$ cat src/rtl/dll_pkg.sv
// Shared DLL definitions: sequence width, DLLP type codes, ack/nak result codes,
// CRC-16 constants and the receive framer state encoding.
package dll_pkg;

    localparam int          SEQ_W       = 12;
    localparam logic [7:0]  ACK_TYPE    = 8'h00;
    localparam logic [7:0]  NAK_TYPE    = 8'h10;

    localparam logic [1:0]  ACKNAK_NONE = 2'b00;
    localparam logic [1:0]  ACKNAK_ACK  = 2'b01;
    localparam logic [1:0]  ACKNAK_NAK  = 2'b10;

    localparam logic [15:0] CRC16_POLY  = 16'h100B;
    localparam logic [15:0] CRC16_INIT  = 16'hFFFF;

    typedef enum logic [1:0] {
        ST_IDLE = 2'd0,
        ST_W1   = 2'd1,
        ST_W2   = 2'd2
    } rx_state_e;

endpackage

$ cat src/rtl/dllp_crc16.sv
// Combinational CRC-16 update over one 16-bit word, MSB first.
module dllp_crc16
    import dll_pkg::*;
(
    input  logic [15:0] crc_in,
    input  logic [15:0] data,
    output logic [15:0] crc_out
);

    always_comb begin
        crc_out = crc_in;
        for (int i = 15; i >= 0; i--) begin
            if (crc_out[15] ^ data[i]) begin
                crc_out = {crc_out[14:0], 1'b0} ^ CRC16_POLY;
            end else begin
                crc_out = {crc_out[14:0], 1'b0};
            end
        end
    end

endmodule

$ cat src/rtl/dllp_ack_nak_rx.sv
// Receive-side ACK/NAK DLLP decoder: frames 3-word DLLPs, checks CRC, validates
// the sequence number against the outstanding window and hands results to replay_buffer.
module dllp_ack_nak_rx
    import dll_pkg::*;
#(
    parameter int          SEQ_W_P  = SEQ_W,
    parameter logic [7:0]  ACK_T    = ACK_TYPE,
    parameter logic [7:0]  NAK_T    = NAK_TYPE,
    parameter logic [15:0] CRC_INIT = CRC16_INIT
) (
    input  logic               clk,
    input  logic               reset,
    input  logic               dllp_valid,
    input  logic               dllp_sop,
    input  logic [15:0]        dllp_data,
    input  logic [SEQ_W_P-1:0] next_tx_seq,
    input  logic               rb_ready,
    output logic [1:0]         ack_nack,
    output logic [SEQ_W_P-1:0] seq,
    output logic [SEQ_W_P-1:0] ackd_seq,
    output logic               ack_progress,
    output logic               crc_err,
    output logic               proto_err,
    output logic [1:0]         dbg_state
);

    localparam logic [SEQ_W_P-1:0] SEQ_ONE = SEQ_W_P'(1);

    rx_state_e          state_q, state_d;
    logic [7:0]         type_q, type_d;
    logic [SEQ_W_P-1:0] rx_seq_q, rx_seq_d;
    logic [15:0]        crc_q, crc_d;
    logic [1:0]         ack_nack_q, ack_nack_d;
    logic [SEQ_W_P-1:0] seq_q, seq_d;
    logic [SEQ_W_P-1:0] ackd_seq_q, ackd_seq_d;
    logic               ack_progress_q, ack_progress_d;
    logic               crc_err_q, crc_err_d;
    logic               proto_err_q, proto_err_d;

    logic [15:0]        crc_in, crc_out;
    logic [SEQ_W_P-1:0] d_s, d_a;
    logic               in_range;

    // A new sop always restarts the CRC from the seed, whatever state we were in.
    assign crc_in = dllp_sop ? CRC_INIT : crc_q;

    dllp_crc16 u_crc (
        .crc_in  (crc_in),
        .data    (dllp_data),
        .crc_out (crc_out)
    );

    assign d_s      = next_tx_seq - SEQ_ONE - rx_seq_q;
    assign d_a      = next_tx_seq - SEQ_ONE - ackd_seq_q;
    assign in_range = (d_s <= d_a);

    always_comb begin
        state_d        = state_q;
        type_d         = type_q;
        rx_seq_d       = rx_seq_q;
        crc_d          = crc_q;
        ack_nack_d     = ack_nack_q;
        seq_d          = seq_q;
        ackd_seq_d     = ackd_seq_q;
        ack_progress_d = 1'b0;
        crc_err_d      = 1'b0;
        proto_err_d    = 1'b0;

        if (rb_ready) begin
            ack_nack_d = ACKNAK_NONE;
        end

        if (dllp_valid) begin
            if (dllp_sop) begin
                crc_err_d = (state_q != ST_IDLE);
                type_d    = dllp_data[15:8];
                crc_d     = crc_out;
                state_d   = ST_W1;
            end else begin
                case (state_q)
                    ST_W1: begin
                        rx_seq_d = dllp_data[SEQ_W_P-1:0];
                        crc_d    = crc_out;
                        state_d  = ST_W2;
                    end
                    ST_W2: begin
                        state_d = ST_IDLE;
                        if (~crc_q != dllp_data) begin
                            crc_err_d = 1'b1;
                        end else if (type_q == ACK_T || type_q == NAK_T) begin
                            if (!in_range) begin
                                proto_err_d = 1'b1;
                            end else if (type_q == NAK_T) begin
                                ack_progress_d = (rx_seq_q != ackd_seq_q);
                                ackd_seq_d     = rx_seq_q;
                                ack_nack_d     = ACKNAK_NAK;
                                seq_d          = rx_seq_q;
                            end else if (rx_seq_q != ackd_seq_q) begin
                                ack_progress_d = 1'b1;
                                ackd_seq_d     = rx_seq_q;
                                ack_nack_d     = ACKNAK_ACK;
                                seq_d          = rx_seq_q;
                            end
                        end
                    end
                    default: ;
                endcase
            end
        end
    end

    always_ff @(posedge clk) begin
        if (reset) begin
            state_q        <= ST_IDLE;
            type_q         <= 8'h00;
            rx_seq_q       <= '0;
            crc_q          <= CRC_INIT;
            ack_nack_q     <= ACKNAK_NONE;
            seq_q          <= '0;
            ackd_seq_q     <= '1;
            ack_progress_q <= 1'b0;
            crc_err_q      <= 1'b0;
            proto_err_q    <= 1'b0;
        end else begin
            state_q        <= state_d;
            type_q         <= type_d;
            rx_seq_q       <= rx_seq_d;
            crc_q          <= crc_d;
            ack_nack_q     <= ack_nack_d;
            seq_q          <= seq_d;
            ackd_seq_q     <= ackd_seq_d;
            ack_progress_q <= ack_progress_d;
            crc_err_q      <= crc_err_d;
            proto_err_q    <= proto_err_d;
        end
    end

    assign ack_nack     = ack_nack_q;
    assign seq          = seq_q;
    assign ackd_seq     = ackd_seq_q;
    assign ack_progress = ack_progress_q;
    assign crc_err      = crc_err_q;
    assign proto_err    = proto_err_q;
    assign dbg_state    = state_q;

endmodule

$ cat config.mk
export PLATFORM = sky130hd
export DESIGN_NAME = dllp_ack_nak_rx
export DESIGN_NICKNAME = d
export VERILOG_FILES = /design/src/rtl/dll_pkg.sv /design/src/rtl/dllp_crc16.sv /design/src/rtl/dllp_ack_nak_rx.sv
export SDC_FILE = /design/constraint.sdc
export NUM_CORES = 1
export LEC_CHECK = 0
export CAP_MARGIN = 10
export CORE_ASPECT_RATIO = 0.7
export CORE_MARGIN = 4
export CORE_UTILIZATION = 40
export CTS_BUF_LIST = sky130_fd_sc_hd__clkbuf_4
export DETAILED_ROUTE_END_ITERATION = 16
export PLACE_DENSITY = 0.67
export SLEW_MARGIN = 20
export SYNTH_ARGS = -nofsm -noshare
export SYNTH_HDL_FRONTEND = slang
export SYNTH_HIERARCHICAL = 1
export SYNTH_SLANG_ARGS = --single-unit
$ cat constraint.sdc
create_clock -name clk -period 13.7 [get_ports clk]
set_clock_uncertainty 0.2 [all_clocks]
set_input_delay 2.74 -clock clk [delete_from_list [all_inputs] [get_ports clk]]
set_output_delay 2.74 -clock clk [all_outputs]
set_load 0.005 [all_outputs]
After elaboration in Yosys (flattened, before gate mapping):

Cells that the tools add are included.

* register bits: 67
* input bits: 33

* $add $sub $neg: 3
* order comparisons: 1
* equal/unequal tests: 5
* multiplexer cells: 38
* bitwise operators: 39
* reduce and logical (&&, ||, !) cells: 14

Operators by type and width (count)
* $mux W13: 16
* $not A4 Y4: 16
* $mux W16: 3
* $mux W12: 2
* $sub A12 B12 Y12: 2
* $mux W2: 10
* $ne A16 B16 Y1: 1
* $not A16 Y16: 1
* $xor A1 B1 Y1: 16
* $le A12 B12 Y1: 1
* $ne A12 B12 Y1: 1
* $sub A12 B1 Y12 const B: 1
* $eq A8 B5 Y1 const B: 1
* $logic_not A8 Y1: 1
* $reduce_and A7 Y1: 1
* $reduce_or A7 Y1: 1
* $mux W1: 6
* $not A1 Y1: 6
* $reduce_and A2 Y1: 3
* $reduce_bool A2 Y1: 3
* $reduce_or A6 Y1: 1
* $pmux W2 S2: 1
* $reduce_and A3 Y1: 1
* $reduce_bool A3 Y1: 1
* 4 further kinds: 4

Depth between registers and ports, before layout:

Gate-level depths: netlist of the first run.

* depth after elaboration: 35
* mapped depth: 18
* mapped depth without buffers: 17

Cells and area by module:

The synthesis of the first run kept the hierarchy.

Modules (own cells, without submodules)
* dllp_ack_nak_rx: instances 1, cells an instance 555, area each 4448.0 sq um
* dllp_crc16: instances 1, cells an instance 59, area each 739.5 sq um

Worst setup path before layout of the first run:

Ideal clock, no wire load.

* path type: input-to-reg
* from: input port next_tx_seq[2]
* to: register ackd_seq_q[10] (netlist: ackd_seq[10])
* setup time: 0.120 ns
* data arrival time: 6.227 ns
* required time: 13.380 ns
* slack: 7.154 ns
* stages on the path: 17
* cells stage by stage: nor4_1 nand2_1 xnor2_1 ha_1 a21oi_1 nand2_1 o211a_1 o41ai_1 xor2_1 ha_1 a21oi_1 o21ai_1 a211o_1 o21bai_1 o211ai_4 buf_6 mux2i_1

* cells in the longest elaborated chain, start to end: 4
* elaborated cells between the ends (all ways): 5

RTL lines
* start: declaration: line dllp_ack_nak_rx.sv:16 `input logic [SEQ_W_P-1:0] next_tx_seq,`
* $sub A12 B1 Y12 (*): line dllp_ack_nak_rx.sv:53, dllp_ack_nak_rx.sv:54
* $sub A12 B12 Y12 (on tied branches): line dllp_ack_nak_rx.sv:53, dllp_ack_nak_rx.sv:54
* $le A12 B12 Y1 (*): line dllp_ack_nak_rx.sv:55 `assign in_range = (d_s <= d_a);`
* $reduce_and A7 Y1 (no source line) (*)
* end signal: assignment: line dllp_ack_nak_rx.sv:131 `ackd_seq_q <= ackd_seq_d;`
* end: declaration: line dllp_ack_nak_rx.sv:35 `logic [SEQ_W_P-1:0] ackd_seq_q, ackd_seq_d;`

Every way passes the cells marked *; elsewhere a longest branch is shown, timed or not.
A chain may end at the register's enable or synchronous reset.

Worst setup path in the final report of the first run:

* from: input port next_tx_seq[2]
* to: register seq_q[8] (netlist: seq[8])

* cells in the longest elaborated chain, start to end: 4
* elaborated cells between the ends (all ways): 5

RTL lines
* $sub A12 B1 Y12 (*): line dllp_ack_nak_rx.sv:53, dllp_ack_nak_rx.sv:54
* $sub A12 B12 Y12 (on tied branches): line dllp_ack_nak_rx.sv:53, dllp_ack_nak_rx.sv:54
* $le A12 B12 Y1 (*): line dllp_ack_nak_rx.sv:55
* $reduce_and A7 Y1 (no source line) (*)
* end signal: assignment: line dllp_ack_nak_rx.sv:130 `seq_q <= seq_d;`
* end: declaration: line dllp_ack_nak_rx.sv:34 `logic [SEQ_W_P-1:0] seq_q, seq_d;`

Marks and branches as above.

==> results of run 1 <==
## layer usage
metal	share of wire, %	GRT usage [%]	vias to the layer above
li1	-	-	2173
met1	52	27.0	1978
met2	41	26.6	87
met3	4.8	3.86	14
met4	1.4	4.49	0
met5	0	0	-
## registers in the layout, summed over array words and instances (netlist names)
register / flops
crc_err: 1
ack_progress: 1
crc_q: 16
dbg_state: 2
proto_err: 1
rx_seq_q: 12
ackd_seq: 12
seq: 12
ack_nack: 2
type_q: 8
## worst min path at each step
| stage | to | depth (start not counted) |
|---|---|---|
| 2_1_floorplan | type_q[4] | 2 |
| 3_3_place_gp | type_q[7] | 2 |
| 3_5_place_dp | type_q[4] | 2 |
| 6_report | type_q[4] | 2 |
| 5_1_grt | type_q[4] | 2 |
| 4_1_cts | type_q[4] | 2 |
## worst max-delay path: stages
cell	delay, ps
clkdlybuf4s50_1	480
nor4_1	430
nand2_1	180
xnor2_1	240
ha_1	340
a21oi_1	240
nand2_1	100
o211a_1	250
o41ai_1	310
xnor2_1	130
ha_1	320
a21oi_1	160
o21ai_1	120
a211o_1	280
o21bai_1	460
o211ai_4	490
mux2i_1	230
## cells by family after synthesis
kind of cell               share of synthesized area (%)
adders and majority gates                           8.97
buffers and inverters                               3.91
xor gates and xnor gates                            24.0
and+or+nand+nor                                     23.9
muxes                                               5.02
DFF                                                 25.9
AOI/OAI and AO/OA                                   8.35
## power breakdown
group	internal, mW	switching (mW)	leakage, nW
clock	0.0548	0.0758	0.0717
combinational	0.165	0.149	1.96
sequential	0.206	0.0108	0.545
## stage by stage
step                util, %  hold slack (ps)  total power [mW]
floorplan                 -              232             0.473
global placement       47.5              245             0.526
detailed placement     47.5              250             0.532
CTS                    48.5              266             0.666
global route           48.6              280             0.702
finish                 48.6              263             0.662
## final cells by class
class                      count  area [um^2]  area share [%]
multi-input combinational    497         3650            59.8
sequential                    67         1340            22.0
clock buffer                   9         67.6            1.11
timing repair buffer          67          656            10.8
inverter                      30          113            1.85
clock inverter                 7         68.8            1.13
tap                          162          203            3.33
## cells in the final DEF, fill, tap and decap left out, drive strengths merged, types with 4 or more instances in the layout
master         Yosys  layout
xnor3              7       7
nor4              12      12
ha                34      34
nand2b            28      28
nand3             16      16
nor2              48      48
a21oi             40      40
inv               30      30
nor3              10      10
nand3b            17      17
clkbuf            16       9
clkdlybuf4s50      0      62
clkinv             0       4
nor2b              6       6
or2               16      16
buf                4       5
xor2              35      35
dfxtp             67      67
xnor2             73      73
o21ai             14      14
nand2             84      84
mux2i             26      26
==> flow_summary.toml, run 1 <==
[timing]
setup_tns_ps = 0
layout_setup_ws_ps = 6270
report.final.hold_viol_count = 0
period_share_pct = 54.3
grt_setup_unrepaired = "no"
slew_viol_final = 0
tightest_slew_ps = 1060
timing.slew.headroom_pct = 28.7
finalSetupViolCount = 0
max_freq_mhz = 135
period_minus_slack_ps = 7430

[layout]
fillCellCount = 1186
drive_above_1_share_pct = 8.42
antennaDiodeCount = 0
fin_area_mm2 = 0.00609
final-instance-count-excl-fill = 839
syn_to_final_growth_pct = 17.5
nets = 741

[place]
globalplace.congestion = 0.913
place_inst = 823
io_buffers = 63
dp_slack_ps = 5900
dp_hpwl_um = 10200
dpl_cell_area_mm2 = 0.00596

[grt]
grt_max_degree = 92
antenna_found_initial = 0
grt_pass1_vias = 4145
grt_usage_pct = 18.1
grt.overflow.total = 0
grt_pass1_wl_um = 21000

[outcome]
status = "finished clean"

[clock_network]
cts_tree = "yes"
clk_latency_ps = 430
cts.reportedPaths.clkPinSlew_ps = 110
post_cts_resized = 0
clock_sinks = 67
cts-hold-fix-buffers = 0
cts_setup_buffers = 0
cts_max_path_buffers = 2
htreeDepth = 3
cts_buffers = 9
root_buffer = "clkbuf_4"

[setup_path]
crit_path_start_kind = "input pin"
endpoint = "seq[8]"
r2r_slack_ps = 8980
crit_required_ps = 13780
cp-end-kind = "register"
critPathArrivalTime_ps = 7520
critPathKind = "input pin to register"
startpoint = "next_tx_seq[2]"
rr_startpoint = "rx_seq_q[0]"
reg2regPathDepth = 16
reg2reg_to = "seq[8]"
crit_fanout = 24

[drt]
drt_iter0_drc = 279
routed_wl_um = 12900
drt-pass1-iter-count = 4
wl_per_cell_um = 15.3
drcViolationCount = 0
routed_via_density = 5.07
vias = 4252
ant_nets = 0

[die]
core-area_mm2 = 0.0125
ioPinCount = 64
die_area_mm2 = 0.0149
die_h_um = 103
start_util_pct = 41.3
die_x_um = 144
num_rows = 34

[min_path]
hold_path.class = "register to register"
hold_start = "type_q[4]"

[synthesis]
synthCells = 614
yosysWarnings = 6
synth_flop_cell = "dfxtp_1"
yosysTopAreaCellShare_pct = 25.9
synth_commonest_cells = "nand2_1 (84), dfxtp_1 (67), xnor2_1 (67)"
synth_area_leaders = "dfxtp_1 (26%), xnor2_1 (11%), ha_1 (8.2%)"
syn_avg_cell_area_um2 = 8.45
synth_edf_count = 0
yosysTopAreaCell = "dfxtp_1"
yosysSeqAreaShare_pct = 25.9
ys_async_sr_fraction_pct = 0
ys_ff_latch = 67
ys_types = 50
synth_area_mm2 = 0.00519
synth.most_common_cell = "nand2_1"
synth_fp_nets = 683

[pwr]
power_density_mw_per_mm2 = 109
power.leakage_nw = 2.57
peakVddDrop_mv = 0.0688

[run]
cap_violations = 0
Power figures use the tool's default switching activity.
==> run 2: changes to the inputs <==
==> constraint.sdc (replaced) <==
create_clock -name clk -period 7.8 [get_ports clk]
set_clock_uncertainty 0.2 [all_clocks]
set_input_delay 1.56 -clock clk [delete_from_list [all_inputs] [get_ports clk]]
set_output_delay 1.56 -clock clk [all_outputs]
set_load 0.005 [all_outputs]
==> flow_summary.toml, run 2 (synthesized netlist as in run 1, its figures left out) <==
[die]
num_rows = 34
start_util_pct = 41.3
core-area_mm2 = 0.0125
ioPinCount = 64
die_area_mm2 = 0.0149
die_h_um = 103
die_x_um = 144

[grt]
grt_pass1_vias = 4113
grt_pass1_wl_um = 20800
grt.overflow.total = 0
grt_usage_pct = 18.0
grt_max_degree = 92
antenna_found_initial = 0

[setup_path]
reg2reg_to = "ackd_seq[8]"
critPathArrivalTime_ps = 6340
max_stage_delay_ps = 480
cp_num_cells = 17
crit_path_start_kind = "input pin"
rr_startpoint = "rx_seq_q[0]"
critPathTopFamily = "compound AO/OA/AOI/OAI gates"
cp-end-kind = "register"
crit_required_ps = 7870
critPathKind = "input pin to register"
r2r_slack_ps = 3070
crit_fanout = 24
reg2regPathDepth = 16
slowest_stage = "clkdlybuf4s50_1"
path_buf_inv = 1
worstPathCellList = "clkdlybuf4s50_1, nor4_1, nand2_1, xnor2_1, ha_1, a21oi_1, nand2_1, o211a_1, o41ai_1, xor2_1, ha_1, a21oi_1, o21ai_1, a211o_1, o21bai_1, o211ai_4, mux2i_1"

[min_path]
hold_path.class = "register to register"
hold_depth = 2
hold_start = "type_q[7]"
hold_path_end = "type_q[7]"

[layout]
fin_area_mm2 = 0.00609
syn_to_final_growth_pct = 17.5
final_cell_mix = "nand2_1 (84), xnor2_1 (67), dfxtp_1 (67)"
regMostFlops = "crc_q"
largest_reg_flops = 16
drive_above_1_share_pct = 8.42
final_common_cell = "nand2_1"
nets = 741
antennaDiodeCount = 0

[timing]
setup_tns_ps = 0
max_freq_mhz = 160
report.final.hold_viol_count = 0
tightest_slew_ps = 1050
period_minus_slack_ps = 6270
timing.slew.headroom_pct = 29.4
finalSetupViolCount = 0
slew_viol_final = 0
holdWs_ps = 261
grt_setup_unrepaired = "no"
period_share_pct = 80.4

[clock_network]
cts_buffers = 9
cts.reportedPaths.clkPinSlew_ps = 110
htreeDepth = 3
cts-hold-fix-buffers = 0
clk_latency_ps = 430
clock_sinks = 67
cts_tree = "yes"
cts_max_path_buffers = 2
root_buffer = "clkbuf_4"
cts_setup_buffers = 0
post_cts_resized = 0

[drt]
routed_wl_um = 12800
wl_per_cell_um = 15.2
ant_nets = 0
drt_iter0_drc = 270
drt-pass1-iter-count = 5
routed_via_density = 5.01
drcViolationCount = 0
vias = 4207

[place]
dpl_cell_area_mm2 = 0.00596
io_buffers = 63
globalplace.congestion = 0.913
dp_hpwl_um = 10100

[pwr]
power.leakage_nw = 2.57
peakVddDrop_mv = 0.135
power_density_mw_per_mm2 = 190

[run]
cap_violations = 0

[outcome]
status = "finished clean"
[run 2: cell counts in the layout (fill, tap and decap cells not counted)]
Identical to the previous run, type by type.
[run 2: tightest hold or removal path: stages (launching register included)]
cell	delay (ps)
dfxtp_1	320
nand2_1	50
a21oi_1	50
[run 2: layout make-up]
cell class | count | area [um^2]
Clock inverter | 7 | 68.8
Fill cell | 1196 | 6450
Inverter | 30 | 113
Timing Repair Buffer | 67 | 656
Tap cell | 162 | 203
Clock buffer | 9 | 67.6
Multi-Input combinational cell | 497 | 3650
Sequential cell | 67 | 1340
[run 2: power breakdown]
part           internal, mW  switching [mW]  total (mW)
combinational         0.291           0.260       0.551
clock                0.0963           0.132       0.229
sequential            0.362          0.0188       0.381
[run 2: worst max-delay path by stage]
stage | startpoint | end | slack (ps)
after detailed placement | next_tx_seq[2] | seq[11] | 1160
after global placement | next_tx_seq[2] | seq[5] | 1310
after floorplan | next_tx_seq[2] | ackd_seq[10] | 2430
final | next_tx_seq[2] | ackd_seq[8] | 1530
after CTS | next_tx_seq[2] | ackd_seq[8] | 1620
after global routing | next_tx_seq[2] | ackd_seq[8] | 1110
[run 2: metal layers]
metal  track usage (%)  vias up  wire (um)
li1                  -     2170          -
met1              26.8     1929       6700
met2              25.9       96       5240
met3              4.18       12        624
met4              5.07        0        185
met5                 0        -          0
[run 2: stage by stage]
step           power (mW)  setup WS (ps)  std cells  utilization (%)
2_1_floorplan       0.831           2430        614                -
3_3_place_gp        0.925           1310        823             47.5
3_5_place_dp        0.934           1160        823             47.5
4_1_cts              1.16           1620        839             48.5
5_1_grt              1.23           1110        839             48.6
6_report             1.16           1530        839             48.6
